**src/rtl/display_page_if.sv**
```systemverilog
// Bundle between the page scheduler, its requesters and the display driver.
// The master side owns requests, words and hold; the slave (scheduler) owns the page outputs.
interface display_page_if #(
    parameter int NUM_SRC = 4
);
    localparam int SRC_W = $clog2(NUM_SRC);

    logic [NUM_SRC-1:0]    src_req;
    logic [32*NUM_SRC-1:0] src_data;
    logic                  hold;
    logic [NUM_SRC-1:0]    src_ack;
    logic                  disp_en;
    logic [31:0]           disp_data;
    logic [SRC_W-1:0]      cur_src;
    logic                  page_tick;

    modport master (
        output src_req, src_data, hold,
        input  src_ack, disp_en, disp_data, cur_src, page_tick
    );

    modport slave (
        input  src_req, src_data, hold,
        output src_ack, disp_en, disp_data, cur_src, page_tick
    );
endinterface

```
**src/rtl/display_page_scheduler.sv**
```systemverilog
// Round-robin time-sharing of the seven-segment display: each granted source's
// word is snapshotted and shown for DWELL_CYCLES clocks before the grant rotates.
module display_page_scheduler #(
    parameter int NUM_SRC      = 4,
    parameter int DWELL_CYCLES = 100_000_000
) (
    input  logic           clk,
    input  logic           rst,
    display_page_if.slave  bus
);
    localparam int SRC_W = $clog2(NUM_SRC);
    localparam int CNT_W = $clog2(DWELL_CYCLES + 1);
    localparam logic [CNT_W-1:0] CNT_LAST = CNT_W'(DWELL_CYCLES - 1);

    typedef enum logic {
        IDLE,
        SHOW
    } state_t;

    state_t              state;
    logic [CNT_W-1:0]    counter;
    logic [SRC_W-1:0]    rr_ptr;
    logic [NUM_SRC-1:0]  src_ack_q;
    logic                disp_en_q;
    logic [31:0]         disp_data_q;
    logic [SRC_W-1:0]    cur_src_q;
    logic                page_tick_q;

    logic                grant_any;
    logic [SRC_W-1:0]    grant_idx;
    logic [SRC_W-1:0]    cand;
    logic [SRC_W-1:0]    next_ptr;
    logic [31:0]         grant_word;
    logic                expiry;
    logic                take_grant;

    // Search upward from the round-robin pointer, wrapping; the first requester wins.
    always_comb begin
        // NOTE: every variable gets a default before the loop so no path leaves it unassigned (no latch).
        grant_any = 1'b0;
        grant_idx = '0;
        cand      = '0;
        for (int i = 0; i < NUM_SRC; i++) begin
            cand = SRC_W'((int'(rr_ptr) + i) % NUM_SRC);
            if (!grant_any && bus.src_req[cand]) begin
                grant_any = 1'b1;
                grant_idx = cand;
            end
        end
    end

    assign next_ptr   = (grant_idx == SRC_W'(NUM_SRC - 1)) ? '0 : grant_idx + 1'b1;
    assign grant_word = bus.src_data[32*grant_idx +: 32];

    // A held page never expires; expiry is re-evaluated on the first unheld cycle.
    assign expiry     = (state == SHOW) && !bus.hold && (counter == CNT_LAST);
    assign take_grant = grant_any && ((state == IDLE) || expiry);

    always_ff @(posedge clk) begin
        if (rst) begin
            state       <= IDLE;
            counter     <= '0;
            rr_ptr      <= '0;
            src_ack_q   <= '0;
            disp_en_q   <= 1'b0;
            disp_data_q <= '0;
            cur_src_q   <= '0;
            page_tick_q <= 1'b0;
        end else begin
            // NOTE: non-blocking assignments keep every register sampling pre-edge values.
            src_ack_q   <= '0;
            page_tick_q <= 1'b0;
            if (take_grant) begin
                state       <= SHOW;
                counter     <= '0;
                rr_ptr      <= next_ptr;
                src_ack_q   <= NUM_SRC'(1) << grant_idx;
                disp_en_q   <= 1'b1;
                disp_data_q <= grant_word;
                cur_src_q   <= grant_idx;
                page_tick_q <= 1'b1;
            end else if (state == SHOW) begin
                if (expiry) begin
                    // Nobody waiting: blank the display but remember who was last shown.
                    state       <= IDLE;
                    disp_en_q   <= 1'b0;
                    disp_data_q <= '0;
                end else if (!bus.hold) begin
                    counter <= counter + 1'b1;
                end
            end
        end
    end

    assign bus.src_ack   = src_ack_q;
    assign bus.disp_en   = disp_en_q;
    assign bus.disp_data = disp_data_q;
    assign bus.cur_src   = cur_src_q;
    assign bus.page_tick = page_tick_q;

endmodule

```
**src/flat_wrapper.sv**
```systemverilog
// flat-port wrapper written by rule: the top's interface ports become plain ports
module display_page_scheduler_flat 
#(
    parameter int NUM_SRC      = 4,
    parameter int DWELL_CYCLES = 100_000_000
)
  (clk, rst, bus_src_req, bus_src_data, bus_hold, bus_src_ack, bus_disp_en, bus_disp_data, bus_cur_src, bus_page_tick);
  display_page_if #(.NUM_SRC(NUM_SRC)) bus_i ();
  input  logic clk;
  input  logic rst;
  input wire logic [$bits(bus_i.src_req)-1:0] bus_src_req;
  input wire logic [$bits(bus_i.src_data)-1:0] bus_src_data;
  input wire logic [$bits(bus_i.hold)-1:0] bus_hold;
  output wire logic [$bits(bus_i.src_ack)-1:0] bus_src_ack;
  output wire logic [$bits(bus_i.disp_en)-1:0] bus_disp_en;
  output wire logic [$bits(bus_i.disp_data)-1:0] bus_disp_data;
  output wire logic [$bits(bus_i.cur_src)-1:0] bus_cur_src;
  output wire logic [$bits(bus_i.page_tick)-1:0] bus_page_tick;
  assign bus_i.src_req = bus_src_req;
  assign bus_i.src_data = bus_src_data;
  assign bus_i.hold = bus_hold;
  assign bus_src_ack = bus_i.src_ack;
  assign bus_disp_en = bus_i.disp_en;
  assign bus_disp_data = bus_i.disp_data;
  assign bus_cur_src = bus_i.cur_src;
  assign bus_page_tick = bus_i.page_tick;
  display_page_scheduler #(.NUM_SRC(NUM_SRC), .DWELL_CYCLES(DWELL_CYCLES)) u_core (.clk(clk), .rst(rst), .bus(bus_i));
endmodule
```
**config.mk**
```make
export PLATFORM = sky130hd
export DESIGN_NAME = display_page_scheduler_flat
export DESIGN_NICKNAME = d
export VERILOG_FILES = /design/src/rtl/display_page_if.sv /design/src/rtl/display_page_scheduler.sv /design/src/flat_wrapper.sv
export SDC_FILE = /design/constraint.sdc
export NUM_CORES = 1
export LEC_CHECK = 0
export ABC_CLOCK_PERIOD_IN_PS = 4200
export CORE_ASPECT_RATIO = 0.6
export CORE_MARGIN = 1
export CORE_UTILIZATION = 47
export DETAILED_ROUTE_END_ITERATION = 10
export GPL_TIMING_DRIVEN = 0
export PLACE_DENSITY = 0.91
export SETUP_SLACK_MARGIN = 0.2
export SLEW_MARGIN = 20
export SYNTH_ARGS = -nofsm -noshare
export SYNTH_HDL_FRONTEND = slang
export SYNTH_SLANG_ARGS = --single-unit
```
**constraint.sdc**
```tcl
create_clock -name clk -period 4.2 [get_ports clk]
set_input_delay 0.63 -clock clk [delete_from_list [all_inputs] [get_ports clk]]
set_output_delay 0.63 -clock clk [all_outputs]
set_load 0.03 [all_outputs]
```
# Word level (Yosys, flattened, before mapping)
# Cells that the tools add are included.
[word_totals] in_bits=135 ram_bits=0 out_inout_bits=40 word_cells=69 romBits=0 memories=0 latchBits=0 reg_bits=70
[classes] reduce_logical=17 n_lt_le_gt_ge=4 muxes=27 n_mul=0 div_mod_pow=0 n_addsub=5 eq_ne=2 bitwise_logic=4 shift=2
[op_table] operator="variable part select 128 x 8 -> 32 bit" count=1
[op_table] operator="2-to-1 mux 32 bit" count=3
[op_table] operator="adder 27 x 1 -> 27 bit (second input constant)" count=1
[op_table] operator="equality test 27 bit (second input constant)" count=1
[op_table] operator="2-to-1 mux 1 bit" count=15
[op_table] operator="less-than comparator 2 x 3 -> 1 bit (second input constant)" count=4
[op_table] operator="2-to-1 mux 2 bit" count=5
[op_table] operator="binary-select mux 1 bit (select 2 bit)" count=4
[op_table] operator="logical AND 1 bit" count=6
[op_table] operator="adder 2 x 1 -> 2 bit (second input constant)" count=2
[op_table] operator="adder 2 bit (second input constant)" count=2
[op_table] operator="zero test 1 bit" count=4
[op_table] operator="inverter 1 bit" count=4
[op_table] operator="nonzero test 2 bit" count=2
[op_table] operator="OR reduction 2 bit" count=2
[op_table] operator="left shift 1 x 2 -> 4 bit (first input constant)" count=1
[op_table] operator="AND reduction 3 bit" count=1
[op_table] operator="equality test 2 bit (second input constant)" count=1
[op_table] operator="AND reduction 2 bit" count=1
[op_table] operator="logical OR 1 bit" count=1

# Depth between registers and ports, before layout
# Gate-level depths: netlist of run 1.
[logic_depth] word_depth=15 depth_mapped=8 depth_no_buf=7

# Least setup slack after synthesis of run 1
# OpenSTA, ideal clock, no wires.
[synth_timing] path_kind="input to register" startpoint="in bus_src_req[3]" endpoint="reg u_core.disp_data_q[0], in the netlist u_core.bus.disp_data[0]" stages=6 n_path_buf=1 slack_ns=2.141 arrival_ns=1.942 path_cell_list="inv_1 > a22o_1 > a211oi_2 > clkbuf_1 > o211ai_1 > a32o_1"
[synth_between] elab_chain_cells=15 elab_cells_between_ends=28 classes_between="shift: 1; mux: 17; reduce/logical: 10"
[synth_rtl] element="start: declaration" line="flat_wrapper.sv:11" source="input wire logic [$bits(bus_i.src_req)-1:0] bus_src_req;"
[synth_rtl] element="parallel branches: the longest is 15 deep, another holds binary-select mux 1 bit (select 2 bit)"
[synth_rtl] element="end signal: assignment" line="display_page_scheduler.sv:79" source="disp_data_q <= grant_word;"
[synth_rtl] element="end: declaration" line="display_page_scheduler.sv:25" source="logic [31:0] disp_data_q;"
# Several ways; the timed one is not identified. The select of a mux whose other input is x is not followed.
# A chain may end at the register's enable or synchronous reset.

# Worst setup path after layout of run 1
[layout_timing] startpoint="in bus_src_req[3]" endpoint="reg u_core.disp_data_q[4], in the netlist u_core.bus.disp_data[4]"
# Same word-level chain as after synthesis.

==> summary.md, run 1 <==
| Metric | Value |
|---|---|
| Sequential element share of the synthesized area | `about a third` |
| Area delta synth->final | `52.03%` |
| Sequential share of power | `around a third` |
| Count leader, synth | `inv_1` |
| Chip Width | `between 100 and 150 µm` |
| Pre-CTS setup slack | `approximately 1.1 ns` |
| Yosys reg bits | `70` |
| Starting Density | `between 40% and 50%` |
| Total Power | `0.002146 W` |
| Required @ worst endpoint | `~4.4 ns` |
| Syn. warnings | `0` |
| Top post-synthesis cells by area | `dfxtp_1, o211ai_1, a32o_1` |
| Cell row count | `26` |
| Worst Path Max Fanout | `10` |
| WL/cell | `around 19 µm` |
| Mapped Area | `~0.0041 mm²` |
| N_diodes | `0` |
| Worst setup EP type | `register` |
| Status | `complete, no violations` |
| Least-Margin Pin Slew | `about 0.7 ns` |
| CP arrival | `3.02 ns` |
| Syn nets | `approximately 630` |
| Int Pwr | `roughly 0.0015 W` |
| Placed Cells | `around 780` |
| Worst setup SP type | `input pin` |
| Final Hold Fails | `0` |
| Post-synth EDFFs | `0` |
| Fraction of layout cells with a size suffix above 1 | `under 10%` |
| Combinational power share | `approximately a third` |
| TritonCTS buffer count | `9` |
| Pre-Repair DR Iteration Count | `5` |
| CTS Buffer Depth | `2` |
| Yosys top cell area share | `roughly 34%` |
| # hold bufs at CTS | `0` |
| Unrepaired setup endpoints after global routing | `no` |
| Max Cap Viol | `0` |
| Die height | `74.65 µm` |
| Final-report setup violation count | `0` |
| Final TNS setup | `0 ns` |
| Dpl cell area | `between 0.006 and 0.007 mm²` |
| Syn avg cell area | `~8.3 µm²` |
| Top_reg_cell synth | `dfxtp_1` |
| Switching Fraction | `a little under a third` |
| Netlist cell types | `59` |
| IO Pins | `175` |
| Commonest cells in the netlist | `inv_1, dfxtp_1, o211ai_1` |
| Synth async-reset ratio | `0%` |
| Final period util | `about 67%` |
| Area leader, netlist | `dfxtp_1` |
| Leakage | `around 2.3 nW` |
| Crit path max-delay family | `compound AO/OA/AOI/OAI gates` |
| Vias in the first global route | `between 4k and 5k` |
| Pins Over Slew Limit | `0` |
| Reg clk slew, reported paths | `~0.05 ns` |
| ANT nets after route | `0` |
| Dpl hpwl | `11.16 mm` |
| CTS sink cnt | `70` |
| Root Driver | `clkbuf_16` |
| Critical setup path kind | `in -> reg` |
| DRC Markers | `0` |
| H-Tree Depth | `3` |
| Vias | `4892` |
| Drt initial violations | `542` |
| Total GRT Usage | `between 30% and 40%` |
| Layout net count | `about 800` |
| Critical Path, Cell by Cell | `clkdlybuf4s50_1, inv_1, a22o_1, a211oi_2, clkbuf_1, o211ai_1, a32o_1` |
| Full die area | `between 0.009 and 0.01 mm²` |
| Setup bufs post-CTS | `0` |
| Hold WC Path Type | `reg -> reg` |
| Routed WL | `14.85 mm` |
| Finished Cell Area | `0.006285 mm²` |
| Net switching power | `0.0006773 W` |
| Buffers & Inverters on Critical Path | `3` |
| Vias per std cell | `around 6` |
| CTS tree | `done` |
| First-pass GRT wire length | `between 20 and 25 mm` |
| Buffers on Ports | `174` |
| Clock power frac | `about a third` |
| Worst-Skew Late Latency | `around 0.33 ns` |
| Fmax | `about 360 MHz` |
| Largest net degree at the start of global routing | `11` |
| CTS resizes | `0` |
| Slowest CP cell | `clkdlybuf4s50_1` |
| Final clock skew | `0.005665 ns` |
| Initial antenna violation count | `0` |
| Final worst slack | `about 1.4 ns` |
| Maximum vdd drop | `between 200 and 250 µV` |
| PwrDens | `between 300 and 400 mW/mm²` |
| CORE AREA | `approximately 0.0085 mm²` |
| Slowest stage delay, CP | `roughly 0.54 ns` |
| Syn Inst Count | `497` |
| Slew margin rel. | `between 50% and 60%` |
| GP Congestion | `just under 0.9` |
| Non-Filler Instances | `798` |
| Total grt overflow | `0` |
| Crit path time final | `about 2.8 ns` |
-- logic make-up (layout without fill, tap and decap cells) --
group / after synthesis / in the layout / synth area share (%)
AO/OA/AOI/OAI: 207 / 207 / 35.29
XOR/XNOR: 13 / 13 / 2.754
adder cells (fa/ha/maj): 1 / 1 / 0.3026
flip-flops: 70 / 70 / 33.90
buffers and inverters: 114 / 303 / 13.83
multiplexers: 2 / 2 / 0.4843
AND/OR/NAND/NOR: 90 / 90 / 13.44
-- power groups by stage --
stage | clock [W] | sequential, W | combinational [W]
after floorplan | 0 | 0.000839 | 0.000290
after global placement | 0 | 0.000753 | 0.000668
after global routing | 0.000739 | 0.000746 | 0.000748
after detailed placement | 0 | 0.000755 | 0.000690
after CTS | 0.000701 | 0.000741 | 0.000694
final | 0.000699 | 0.000743 | 0.000704
-- state kept, by name, indices dropped and copies added, names as in the netlist --
register / flops
u_core.bus.src_ack: 4
u_core.state: 1
u_core.rr_ptr: 2
u_core.bus.disp_en: 1
u_core.bus.page_tick: 1
u_core.bus.disp_data: 32
u_core.bus.cur_src: 2
u_core.counter: 27
-- metrics by stage --
step	utilization, %	hold WS [ns]
floorplan	-	0.4605
global placement	70.58	0.4368
detailed placement	70.58	0.4422
CTS	73.74	0.4542
global route	73.74	0.4794
finish	73.74	0.4515
-- worst paths after layout --
| kind | from | endpoint | slack, ns | depth (start not counted) |
|---|---|---|---|---|
| worst min register to register | u_core.bus.cur_src[0]$_SDFFE_PP0P_ | u_core.bus.cur_src[0]$_SDFFE_PP0P_ | 0.45 | 2 |
| worst min-delay path | u_core.bus.cur_src[0]$_SDFFE_PP0P_ | u_core.bus.cur_src[0]$_SDFFE_PP0P_ | 0.45 | 2 |
| worst max-delay path | bus_src_req[3] | u_core.bus.disp_data[4]$_SDFFE_PP0P_ | 1.40 | 7 |
| worst max register to register | u_core.counter[0]$_SDFFE_PP0P_ | u_core.bus.disp_data[4]$_SDFFE_PP0P_ | 1.81 | 7 |
-- worst reg2reg max path, stage by stage, from the launching register on --
cell and delay [ns]:
dfxtp_1 0.39, ha_1 0.20, nand3_1 0.23, or2_4 0.36, nor4_2 0.40, a211oi_2 0.21
buf_2 0.26, a32o_1 0.23
-- layout make-up --
class | count | area [µm²]
flip-flops and latches | 70 | 1401
clock buffers | 14 | 264.0
clock inverters | 1 | 5.005
fillers | 636 | 2238
inverters | 72 | 282.8
plain buffers | 42 | 289.0
repair buffers | 174 | 1742
well taps | 112 | 140.1
multi-input cells | 313 | 2161
-- layer usage --
metal	wire length, µm	vias up	part of all wire, %	GRT usage, %
met5	0	-	0	0
met3	1393	45	9.4	7.879
met1	6203	2353	42	40.34
li1	-	2209	-	-
met4	424	0	2.9	13.79
met2	6825	285	46	52.12
-- placed cells by master (no fill, tap or decap), drive strengths merged, types with 3 or more instances in the layout --
master	Yosys	routed
clkdlybuf4s50	0	174
inv	71	71
dfxtp	70	70
o21ai	70	70
o211ai	65	65
clkbuf	23	37
a32o	32	32
nor2	20	20
buf	19	19
a21oi	17	17
xor2	13	13
nand2	12	12
nand3	11	11
o31ai	8	8
or4	7	7
or3	7	7
nand4	7	7
nor3	4	4
and3	3	3
o22ai	3	3
and4	3	3
or2	3	3
nor4	3	3
No activity file was read; power rests on OpenSTA's default activity.
==> inputs of run 2 (changes only) <==
--- a/config.mk
+++ b/config.mk
@@ -5,13 +5,13 @@
 export SDC_FILE = /design/constraint.sdc
 export NUM_CORES = 1
 export LEC_CHECK = 0
-export ABC_CLOCK_PERIOD_IN_PS = 4200
+export ABC_CLOCK_PERIOD_IN_PS = 2700
 export CORE_ASPECT_RATIO = 0.6
 export CORE_MARGIN = 1
-export CORE_UTILIZATION = 47
+export CORE_UTILIZATION = 43
 export DETAILED_ROUTE_END_ITERATION = 10
 export GPL_TIMING_DRIVEN = 0
-export PLACE_DENSITY = 0.91
+export PLACE_DENSITY = 0.85
 export SETUP_SLACK_MARGIN = 0.2
 export SLEW_MARGIN = 20
 export SYNTH_ARGS = -nofsm -noshare
==> constraint.sdc (replaced) <==
create_clock -name clk -period 2.7 [get_ports clk]
set_input_delay 0.405 -clock clk [delete_from_list [all_inputs] [get_ports clk]]
set_output_delay 0.405 -clock clk [all_outputs]
set_load 0.03 [all_outputs]
==> run 2 against run 1 <==
Non-clock buffer count did not move. First-iteration DRC count down 31%. Worst hold slack better by 0.0082 ns. Total power increased by 65%. Critical path type unchanged.
==> summary.md, run 2 (synthesis results as in run 1) <==
| Metric | Value |
|---|---|
| Placed Cells | `801 (+2.3%)` |
| Pre-CTS setup slack | `-0.09682 ns (-1.205 ns)` |
| Vias | `4744 (-3.0%)` |
| Root Driver | `clkbuf_16` |
| Slowest CP cell | `clkdlybuf4s50_1` |
| Drt initial violations | `373 (-31%)` |
| Worst-Skew Late Latency | `0.33 ns (about the same)` |
| Routed WL | `15.41 mm (+3.8%)` |
| Die height | `77.95 µm (+4.4%)` |
| CP arrival | `2.57 ns (-0.45 ns)` |
| Chip Width | `128.6 µm (+4.5%)` |
| Critical Path, Cell by Cell | `clkdlybuf4s50_1, nand2b_1, a21oi_1, clkbuf_2, or2_2, buf_2, buf_2, o211ai_1, a32o_1` |
| Final Hold Fails | `0 (unchanged)` |
| Leading cell type in the layout, fill and taps excluded | `clkdlybuf4s50_1` |
| Maximum vdd drop | `346.5 µV (+43%)` |
| DRC Markers | `0 (unchanged)` |
| Cell row count | `27 (+3.8%)` |
| IO Pins | `175 (unchanged)` |
| Max Cap Viol | `0 (unchanged)` |
| Largest net degree at the start of global routing | `12 (+1)` |
| Hold WC Path Type | `reg -> reg` |
| Total grt overflow | `0 (unchanged)` |
| TritonCTS buffer count | `9 (unchanged)` |
| Required @ worst endpoint | `2.93 ns (-1.49 ns)` |
| CTS sink cnt | `70 (unchanged)` |
| Unrepaired setup endpoints after global routing | `no` |
| CTS Buffer Depth | `2 (unchanged)` |
| Worst Path Max Fanout | `10 (unchanged)` |
| Setup bufs post-CTS | `0 (unchanged)` |
| CORE AREA | `0.009256 mm² (+8.6%)` |
| Fraction of layout cells with a size suffix above 1 | `9.316% (+1.4 points)` |
| Clock power frac | `36.4% (+3.8 points)` |
| Reg clk slew, reported paths | `0.06 ns (about the same)` |
| Total GRT Usage | `31.21% (-0.53 points)` |
| Critical setup path kind | `in -> reg` |
| Buffers & Inverters on Critical Path | `4 (+1)` |
| Initial antenna violation count | `0 (unchanged)` |
| GP Congestion | `0.9366 (+6.1%)` |
| Non-Filler Instances | `817 (+2.4%)` |
| Area occupied by multi-input gates | `0.002185 mm² (+1.1%)` |
| Final-report setup violation count | `0 (unchanged)` |
| Pins Over Slew Limit | `0 (unchanged)` |
| CTS tree | `done` |
| Layout net count | `818 (unchanged)` |
| Crit path time final | `between 2 and 2.5 ns` |
| Commonest non-fill, non-tap cells in the layout | `clkdlybuf4s50_1, inv_1, dfxtp_1` |
| Switching Fraction | `30.50% (-1.1 points)` |
| Area delta synth->final | `54.51%` |
| Max reg flops | `32 (unchanged)` |
| Minimum hold slack | `0.4597 ns (+0.008211 ns)` |
| First-pass GRT wire length | `24.01 mm (+7.4%)` |
| Dpl hpwl | `11.89 mm (+6.6%)` |
| Fin util | `69.01% (-4.7 points)` |
| Slew margin rel. | `49.80% (-2.1 points)` |
| Crit path max-delay family | `buffers and inverters` |
| Pre-Repair DR Iteration Count | `5 (unchanged)` |
| Register area | `0.001401 mm² (unchanged)` |
| Status | `complete, no violations` |
| Int Pwr | `0.002454 W (+67%)` |
| Final clock skew | `0.007260 ns (+0.001595 ns)` |
| ANT nets after route | `0 (unchanged)` |
| Reg-to-reg setup timing slack | `0.39 ns (-1.42 ns)` |
| Sequential share of power | `32.7% (-1.9 points)` |
| Starting Density | `44.66% (-3.8 points)` |
| Full die area | `0.01002 mm² (+9.1%)` |
| Worst setup SP type | `input pin` |
| Vias in the first global route | `4689 (+3.9%)` |
| Leakage | `2.397 nW (+2.7%)` |
| Fmax | `~430 MHz` |
| H-Tree Depth | `3 (unchanged)` |
| Most used cell, CP | `buf_2` |
| Vias per std cell | `5.807 (-5.3%)` |
| Least-Margin Pin Slew | `0.7473 ns (+0.03088 ns)` |
| Fill count | `748 (+18%)` |
| N_diodes | `0 (unchanged)` |
| WL/cell | `18.86 µm (+1.4%)` |
| Net switching power | `0.001077 W (+59%)` |
| Final worst slack | `0.3641 ns (-1.036 ns)` |
| Final period util | `between 80% and 90%` |
| Slowest stage delay, CP | `0.57 ns (+0.03 ns)` |
| Worst setup EP type | `register` |
| PwrDens | `552.8 mW/mm² (+62%)` |
| Total Power | `0.003531 W (+65%)` |
| Combinational power share | `30.9% (-1.9 points)` |
| Buffers on Ports | `174 (unchanged)` |
run 2: cell count changes in the layout (fill, tap and decap cells not counted), sizes merged:
cell	delta
bufinv	+2
clkbuf	-2
clkinv	+1
run 2: repair_timing:
item,in CTS,in global routing
setup endpoints to repair,0,36
hold buffers,0,0
gates resized for setup,0,17
run 2: path summary, 6_finish.rpt:
| kind | startpoint | end | cells after the start |
|---|---|---|---|
| setup / recovery | bus_src_req[0] | u_core.bus.disp_data[3]$_SDFFE_PP0P_ | 9 |
| hold / removal | u_core.bus.cur_src[0]$_SDFFE_PP0P_ | u_core.bus.cur_src[0]$_SDFFE_PP0P_ | 2 |
| setup reg to reg | u_core.counter[0]$_SDFFE_PP0P_ | u_core.counter[1]$_SDFFE_PP0P_ | 8 |
| hold reg to reg | u_core.bus.cur_src[0]$_SDFFE_PP0P_ | u_core.bus.cur_src[0]$_SDFFE_PP0P_ | 2 |
run 2: routing by layer:
metal  track usage, %  vias up  routed length [µm]
met3            9.862       49                1459
met2            48.38      230                7002
met5                0        -                   0
met4            15.76        0                 555
met1            38.89     2257                6394
li1                 -     2208                   -
run 2: power by group through the flow:
| stage | Combinational [W] | Sequential (W) | Clock (W) |
|---|---|---|---|
| 3_3_place_gp | 0.00104 | 0.00117 | 0 |
| 2_1_floorplan | 0.000451 | 0.00131 | 0 |
| 6_report | 0.00109 | 0.00116 | 0.00128 |
| 4_1_cts | 0.00108 | 0.00115 | 0.00130 |
| 3_5_place_dp | 0.00107 | 0.00118 | 0 |
| 5_1_grt | 0.00117 | 0.00116 | 0.00134 |
run 2: final cells by class:
| cell class | count | share of cell area (%) |
|---|---|---|
| multi-input cells | 313 | 34.20 |
| clock inverters | 4 | 1.097 |
| repair buffers | 174 | 27.27 |
| clock buffers | 12 | 3.859 |
| plain buffers | 42 | 4.662 |
| inverters | 72 | 4.427 |
| flip-flops and latches | 70 | 21.94 |
| well taps | 130 | 2.547 |
run 2: worst reg2reg max path, delay by kind of cell, from the launching register on:
| kind | cells | cell delay [ns] |
|---|---|---|
| buffers and inverters | 2 | 0.34 |
| AND/OR/NAND/NOR | 3 | 0.65 |
| AO/OA/AOI/OAI | 1 | 0.38 |
| flip-flops | 1 | 0.39 |
| adder cells (fa/ha/maj) | 1 | 0.21 |
| multiplexers | 1 | 0.23 |
run 2: metrics by stage:
step           area, µm²  setup TNS (ns)
2_1_floorplan       4134               0
3_3_place_gp        6038        -0.08255
3_5_place_dp        6038          -1.713
4_1_cts             6355               0
5_1_grt             6387               0
6_report            6387               0
